[config.mk]
export PLATFORM = sky130hd
export DESIGN_NAME = power_seq_flat
export DESIGN_NICKNAME = d
export VERILOG_FILES = /design/src/rtl/power_seq_pkg.sv /design/src/rtl/power_seq_if.sv /design/src/rtl/power_seq_rom.sv /design/src/rtl/power_seq.sv /design/src/flat_wrapper.sv
export SDC_FILE = /design/constraint.sdc
export NUM_CORES = 1
export LEC_CHECK = 0
export BUFFER_PORTS_ARGS = -buffer_cell sky130_fd_sc_hd__buf_2
export CORE_ASPECT_RATIO = 0.9
export CORE_MARGIN = 2
export CORE_UTILIZATION = 48
export DETAILED_ROUTE_END_ITERATION = 16
export GPL_TIMING_DRIVEN = 0
export PLACE_DENSITY = 0.82
export SYNTH_ARGS = -nofsm -noshare
export SYNTH_HDL_FRONTEND = slang
export SYNTH_HIERARCHICAL = 1
export SYNTH_SLANG_ARGS = --single-unit
[constraint.sdc]
create_clock -name clk -period 1.5 [get_ports clk]
set_input_delay 0.075 -clock clk [delete_from_list [all_inputs] [get_ports clk]]
set_output_delay 0.075 -clock clk [all_outputs]
set_load 0.05 [all_outputs]
[src/rtl/power_seq_pkg.sv]
// Shared definitions for the power sequencer: state encodings, step table, timeout limit.
package power_seq_def;

  localparam int unsigned NUM_STEPS = 4;
  localparam int unsigned STEP_W    = 2;
  localparam int unsigned CTRL_W    = 4;
  localparam int unsigned MS_W      = 12;
  localparam int unsigned TMO_W     = 24;

  localparam logic [STEP_W-1:0] LAST_STEP      = STEP_W'(NUM_STEPS - 1);
  localparam logic [TMO_W-1:0]  TIMEOUT_CYCLES = 24'hFFFFFF;

  typedef enum logic [2:0] {
    ST_IDLE = 3'd0,
    ST_REQ  = 3'd1,
    ST_GAP  = 3'd2,
    ST_DONE = 3'd3,
    ST_ERR  = 3'd4
  } state_e;

  typedef struct packed {
    logic [CTRL_W-1:0] ctrl;
    logic [MS_W-1:0]   ms;
  } step_t;

  // Rail pattern and delay for each step of the power-up sequence
  function automatic step_t step_lookup(input logic [STEP_W-1:0] idx);
    step_t s;
    case (idx)
      2'd0:    s = '{ctrl: 4'b0001, ms: 12'd1};
      2'd1:    s = '{ctrl: 4'b0011, ms: 12'd100};
      2'd2:    s = '{ctrl: 4'b0111, ms: 12'd20};
      default: s = '{ctrl: 4'b1111, ms: 12'd100};
    endcase
    return s;
  endfunction

endpackage

[src/rtl/power_seq_if.sv]
// Control/status bundle between the power sequencer and its controller/delay generator.
interface power_seq_if;
  import power_seq_def::*;

  logic              start;
  logic              abort;
  logic              delay_fin;
  logic              delay_en;
  logic [MS_W-1:0]   delay_ms;
  logic [CTRL_W-1:0] ctrl_out;
  logic              busy;
  logic              done;
  logic              err;

  modport master (
    output start, abort, delay_fin,
    input  delay_en, delay_ms, ctrl_out, busy, done, err
  );

  modport slave (
    input  start, abort, delay_fin,
    output delay_en, delay_ms, ctrl_out, busy, done, err
  );

endinterface

[src/rtl/power_seq_rom.sv]
// Combinational step table lookup: step index -> {ctrl_out, delay_ms}.
module power_seq_rom
  import power_seq_def::*;
(
  input  logic [STEP_W-1:0] i_idx,
  output step_t             o_step_c
);

  assign o_step_c = step_lookup(i_idx);

endmodule

[src/rtl/power_seq.sv]
// Four-step power rail sequencer driving an external millisecond delay generator.
// Optional request timeout to ERR is enabled by defining POWER_SEQ_TIMEOUT_EN.
module power_seq (
  input  logic       clk,
  input  logic       rst_n,
  power_seq_if.slave bus
);
  import power_seq_def::*;

  state_e            r_state, w_state_nxt;
  logic [STEP_W-1:0] r_step, w_step_nxt, w_rom_idx;
  logic              r_delay_en, w_delay_en_nxt;
  logic [MS_W-1:0]   r_delay_ms, w_delay_ms_nxt;
  logic [CTRL_W-1:0] r_ctrl, w_ctrl_nxt;
  logic              r_busy, w_busy_nxt;
  logic              r_done, w_done_nxt;
  logic              r_err, w_err_nxt;
  logic              w_tmo_hit;
  step_t             w_rom;

  // GAP preloads the following step; IDLE always loads step 0
  assign w_rom_idx = (r_state == ST_GAP) ? (r_step + STEP_W'(1)) : '0;

  power_seq_rom u_rom (
    .i_idx    (w_rom_idx),
    .o_step_c (w_rom)
  );

`ifdef POWER_SEQ_TIMEOUT_EN
  logic [TMO_W-1:0] r_tmo_cnt;

  // Counts cycles spent waiting in REQ; zero whenever outside REQ
  always_ff @(posedge clk or negedge rst_n) begin
    if (!rst_n)                 r_tmo_cnt <= '0;
    else if (r_state != ST_REQ) r_tmo_cnt <= '0;
    else                        r_tmo_cnt <= r_tmo_cnt + TMO_W'(1);
  end

  assign w_tmo_hit = (r_state == ST_REQ) && (r_tmo_cnt == TIMEOUT_CYCLES);
`else
  assign w_tmo_hit = 1'b0;
`endif

  always_ff @(posedge clk or negedge rst_n) begin
    if (!rst_n) begin
      r_state    <= ST_IDLE;
      r_step     <= '0;
      r_delay_en <= 1'b0;
      r_delay_ms <= '0;
      r_ctrl     <= '0;
      r_busy     <= 1'b0;
      r_done     <= 1'b0;
      r_err      <= 1'b0;
    end else begin
      r_state    <= w_state_nxt;
      r_step     <= w_step_nxt;
      r_delay_en <= w_delay_en_nxt;
      r_delay_ms <= w_delay_ms_nxt;
      r_ctrl     <= w_ctrl_nxt;
      r_busy     <= w_busy_nxt;
      r_done     <= w_done_nxt;
      r_err      <= w_err_nxt;
    end
  end

  always_comb begin
    w_state_nxt = r_state;
    if (bus.abort) begin
      w_state_nxt = ST_IDLE;
    end else begin
      case (r_state)
        ST_IDLE: if (bus.start) w_state_nxt = ST_REQ;
        ST_REQ: begin
          if (bus.delay_fin)
            w_state_nxt = (r_step == LAST_STEP) ? ST_DONE : ST_GAP;
          else if (w_tmo_hit)
            w_state_nxt = ST_ERR;
        end
        ST_GAP:  w_state_nxt = ST_REQ;
        ST_DONE: w_state_nxt = ST_DONE;
        ST_ERR:  w_state_nxt = ST_ERR;
        default: w_state_nxt = ST_IDLE;
      endcase
    end
  end

  // Next values for the registered outputs; GAP guarantees delay_en drops for one cycle
  always_comb begin
    w_step_nxt     = r_step;
    w_delay_en_nxt = r_delay_en;
    w_delay_ms_nxt = r_delay_ms;
    w_ctrl_nxt     = r_ctrl;
    w_busy_nxt     = (w_state_nxt == ST_REQ) || (w_state_nxt == ST_GAP);
    w_done_nxt     = (w_state_nxt == ST_DONE);
    w_err_nxt      = (w_state_nxt == ST_ERR);
    if (bus.abort) begin
      w_step_nxt     = '0;
      w_delay_en_nxt = 1'b0;
      w_delay_ms_nxt = '0;
      w_ctrl_nxt     = '0;
    end else begin
      case (r_state)
        ST_IDLE: begin
          if (bus.start) begin
            w_step_nxt     = '0;
            w_delay_en_nxt = 1'b1;
            w_delay_ms_nxt = w_rom.ms;
            w_ctrl_nxt     = w_rom.ctrl;
          end
        end
        ST_REQ: begin
          if (bus.delay_fin) begin
            w_delay_en_nxt = 1'b0;
          end else if (w_tmo_hit) begin
            w_delay_en_nxt = 1'b0;
            w_delay_ms_nxt = '0;
            w_ctrl_nxt     = '0;
          end
        end
        ST_GAP: begin
          w_step_nxt     = w_rom_idx;
          w_delay_en_nxt = 1'b1;
          w_delay_ms_nxt = w_rom.ms;
          w_ctrl_nxt     = w_rom.ctrl;
        end
        ST_DONE, ST_ERR: ;
        default: begin
          w_step_nxt     = '0;
          w_delay_en_nxt = 1'b0;
          w_delay_ms_nxt = '0;
          w_ctrl_nxt     = '0;
        end
      endcase
    end
  end

  assign bus.delay_en = r_delay_en;
  assign bus.delay_ms = r_delay_ms;
  assign bus.ctrl_out = r_ctrl;
  assign bus.busy     = r_busy;
  assign bus.done     = r_done;
  assign bus.err      = r_err;

endmodule

[src/flat_wrapper.sv]
// flat-port wrapper written by rule: the top's interface ports become plain ports
module power_seq_flat import power_seq_def::*;
  (clk, rst_n, bus_start, bus_abort, bus_delay_fin, bus_delay_en, bus_delay_ms, bus_ctrl_out, bus_busy, bus_done, bus_err);
  power_seq_if bus_i ();
  input  logic clk;
  input  logic rst_n;
  input wire logic [$bits(bus_i.start)-1:0] bus_start;
  input wire logic [$bits(bus_i.abort)-1:0] bus_abort;
  input wire logic [$bits(bus_i.delay_fin)-1:0] bus_delay_fin;
  output wire logic [$bits(bus_i.delay_en)-1:0] bus_delay_en;
  output wire logic [$bits(bus_i.delay_ms)-1:0] bus_delay_ms;
  output wire logic [$bits(bus_i.ctrl_out)-1:0] bus_ctrl_out;
  output wire logic [$bits(bus_i.busy)-1:0] bus_busy;
  output wire logic [$bits(bus_i.done)-1:0] bus_done;
  output wire logic [$bits(bus_i.err)-1:0] bus_err;
  assign bus_i.start = bus_start;
  assign bus_i.abort = bus_abort;
  assign bus_i.delay_fin = bus_delay_fin;
  assign bus_delay_en = bus_i.delay_en;
  assign bus_delay_ms = bus_i.delay_ms;
  assign bus_ctrl_out = bus_i.ctrl_out;
  assign bus_busy = bus_i.busy;
  assign bus_done = bus_i.done;
  assign bus_err = bus_i.err;
  power_seq u_core (.clk(clk), .rst_n(rst_n), .bus(bus_i));
endmodule
==> results.py <==
metrics = {
    "die": {
        "die_area_mm2": 0.002897,
        "io_pins": 25,
        "chipHeight_um": 51.26,
        "core-area_mm2": 0.002404,
        "start_util_pct": 49.56,
        "rows": 17,
        "die_x_um": 56.51,
    },
    "synthesis": {
        "synth_edf_count": 0,
        "yosysUniqueCellTypes": 31,
        "ys.flop_type": "dfrtp_1",
        "yosys_register_bits": 25,
        "syn_inst": 99,
        "synth_top_cell_by_area": "dfrtp_1",
        "postSynthAreaPerCell_um2": 12.03,
        "ys_warn_count": 6,
        "synth-seq-area-share_pct": 52.52,
        "synth_commonest_cells": "dfrtp_1 (25), a32o_1 (16), buf_4 (12)",
        "async_reset_ff_share_pct": 100.0,
        "synth_top_area_share_pct": 52.52,
        "synth_area_leaders": "dfrtp_1 (53%), a32o_1 (13%), buf_4 (7.6%), nor2_1 (2.5%), buf_6 (1.9%)",
        "synth_most_common_cell": "dfrtp_1",
        "synth_area_mm2": 0.001191,
    },
    "run_status": {
        "violations": "setup timing",
        "status": "complete, but fails checks",
    },
    "placement": {
        "gp_congestion": 0.8442,
        "pre_cts_ws_ns": -0.2551,
        "hpwl_um": 1660,
        "portBuffers": 24,
        "placed_cell_area_mm2": 0.001369,
    },
    "cells_and_area": {
        "multi_input_area_um2": 462.9,
        "design_area_mm2": 0.001494,
        "finalNetCount": 150,
        "syn_to_final_growth_pct": 25.42,
        "seqCellArea_um2": 625.6,
        "utilization_pct": 62.16,
        "fillCellCount": 194,
        "layout-drive-gt1-share_pct": 41.26,
        "antenna_cells": 0,
    },
    "power_and_ir_drop": {
        "power_frac_clock_pct": 23.1,
        "power.density_mw_per_mm2": 881.8,
        "power_mw": 1.317,
        "max-vdd-ir-drop_mv": 0.5042,
        "power.internal_mw": 0.9039,
        "power.switching_mw": 0.4134,
        "p_sw_share_pct": 31.39,
        "power.static_leakage_nw": 0.7741,
        "p_seq_share_pct": 54.5,
        "p_comb_share_pct": 22.5,
    },
    "setup_path": {
        "r2r_slack_ns": -0.13,
        "rr_worst_depth": 5,
        "critPathMaxFanout": 2,
        "startpoint_type": "flop",
        "path_cells": "ha_1 -> and4bb_2 -> or2_1 -> buf_4 -> a32o_1",
        "crit_required_ns": 1.72,
        "critPathSlowestCell": "dfrtp_1",
        "reg2reg_to": "u_core/bus.ctrl_out[1]",
        "cp_top_family": "simple AND/OR/NAND/NOR gates",
        "path_buf_inv": 1,
        "slowest_delay_ns": 0.41,
        "cp-end-kind": "flop",
        "cp.arrival_ns": 1.85,
        "critPathKind": "flop to flop",
        "r2r_start": "u_core/r_step[1]",
    },
    "sta": {
        "period_share_pct": 108.8,
        "rsz0062_at_grt": "yes",
        "post-route-min-period_ns": 1.632,
        "skew_ns": 0.009872,
        "maxSlewHeadroom_pct": 62.88,
        "finalSetupViolCount": 7,
        "final-hold-violation-count": 0,
        "fin_setup_tns_ns": -0.3968,
        "slew_violations": 0,
        "fin_ws_ns": -0.1325,
        "tightestPinTransition_ns": 0.5567,
        "max_freq_mhz": 612.6,
    },
    "hold_path": {
        "min_from": "bus_start",
        "whs_path_depth": 3,
        "hold_path_end": "u_core/r_state[0]",
        "hp-class": "input port to flop",
    },
    "detailed_routing": {
        "wl_um": 2539,
        "drtAntennaViolNets": 0,
        "drtIter0Drc": 21,
        "viasPerCell": 5.433,
        "drt_pass1_iterations": 4,
        "wl_per_cell_um": 14.85,
        "vias": 929,
        "remaining_drc_errors": 0,
    },
    "clock_tree": {
        "htree_num_levels": 1,
        "numCtsBuffers": 3,
        "cts_num_sinks": 25,
        "cts_root_buf": "clkbuf_4",
        "cts.clk_slew.worst_paths_ns": 0.14,
        "clk-insertion-delay-late_ns": 0.32,
        "cts_tree": "built",
        "cts.path.max_buffers": 2,
    },
    "flow_run": {
        "maxCapViolations": 0,
    },
    "global_route": {
        "gr-total-overflow": 0,
        "grt_pass1_vias": 924,
        "grt_max_degree": 26,
        "antenna_found_initial": 0,
        "grt_usage_pct": 19.58,
        "grt_pass1_wl_um": 4271,
    },
}
## power groups by stage
stage | clock network, mW | logic (mW) | registers [mW]
floorplan | 0 | 0.122 | 0.818
global placement | 0 | 0.276 | 0.728
CTS | 0.316 | 0.294 | 0.717
finish | 0.304 | 0.296 | 0.717
detailed placement | 0 | 0.284 | 0.731
global route | 0.340 | 0.316 | 0.721
## cell families (layout without fill, tap and decap cells)
family | after synthesis | after routing | share of synthesized area, %
AO/OA/AOI/OAI | 25 | 25 | 20.27
adder cells (fa/ha/maj) | 1 | 1 | 1.050
buffers and inverters | 20 | 58 | 11.55
flip-flops | 25 | 25 | 52.52
other | 2 | 8 | 0.6305
AND/OR/NAND/NOR | 26 | 26 | 13.97
## worst max path at each step
stage	startpoint	to	slack, ns	cells past startpoint
2_1_floorplan	u_core/r_step[1]	u_core/bus.ctrl_out[1]	-0.04	5
3_3_place_gp	u_core/r_state[0]	u_core/bus.ctrl_out[1]	-0.25	5
3_5_place_dp	u_core/r_state[0]	u_core/bus.ctrl_out[1]	-0.26	5
4_1_cts	u_core/r_step[1]	u_core/bus.ctrl_out[1]	-0.11	5
5_1_grt	u_core/r_step[1]	u_core/bus.ctrl_out[1]	-0.17	5
6_report	u_core/r_step[1]	u_core/bus.ctrl_out[1]	-0.13	5
## worst reg2reg max path, delay by kind of cell (launching register included)
family          cells  cell delay (ns)
flops               1             0.41
compound gates      1             0.19
fa+ha+maj           1             0.30
simple gates        2             0.49
buf+inv             1             0.14
## registers in the layout (all words and copies together), names as in the netlist
name / cells
u_core/bus.ctrl_out: 4
u_core/r_step: 2
u_core/bus.done: 1
u_core/bus.delay_en: 1
u_core/bus.busy: 1
u_core/r_state: 3
u_core/bus.delay_ms: 12
u_core/bus.err: 1
## stage by stage
step / hold WS (ns) / instances
floorplan: -0.2206 / 105
global placement: 0.08694 / 157
detailed placement: 0.09874 / 157
CTS: 0.1435 / 167
global route: 0.1464 / 171
finish: 0.1455 / 171
## what timing repair did
action,in CTS,in global routing
hold buffers,3,0
pin swaps,2,0
setup endpoints to repair,8,10
resized for setup,2,1
buffers inserted,3,4
hold endpoints to repair,27,0
## cells in the final DEF (no fill, tap or decap), drive strengths merged
master,Yosys,routed
a32o,16,16
a311oi,2,2
nand3,1,1
nor4bb,2,2
nor3,1,1
a21boi,1,1
and4bb,1,1
clkbuf,2,6
and3,2,2
nand2b,3,3
a21oi,1,1
conb,2,8
and2,1,1
a31oi,1,1
buf,16,47
dlygate4sd3,0,3
or2,1,1
nand2,4,4
clkinvlp,0,1
nor2b,1,1
clkinv,1,1
nor4b,1,1
o21a,1,1
o22a,1,1
ha,1,1
nor2,8,8
dfrtp,25,25
a22o,1,1
o21bai,1,1
## per-layer routing
layer  wire [um]  share of wire (%)  track usage, %
met3         133                5.2           4.557
met5           0                  0               0
met1        1111                 44           24.06
met2        1211                 48           31.59
met4          82                3.2           11.51
## area by class of cell
cell class / instances / area share [%]
tap: 28 / 2.345
clock buffer: 4 / 1.759
inverter: 2 / 0.7538
multi-input combinational: 60 / 30.99
sequential: 25 / 41.88
timing repair buffer: 34 / 13.57
buffer: 18 / 8.710
Power figures use the tool's default switching activity.
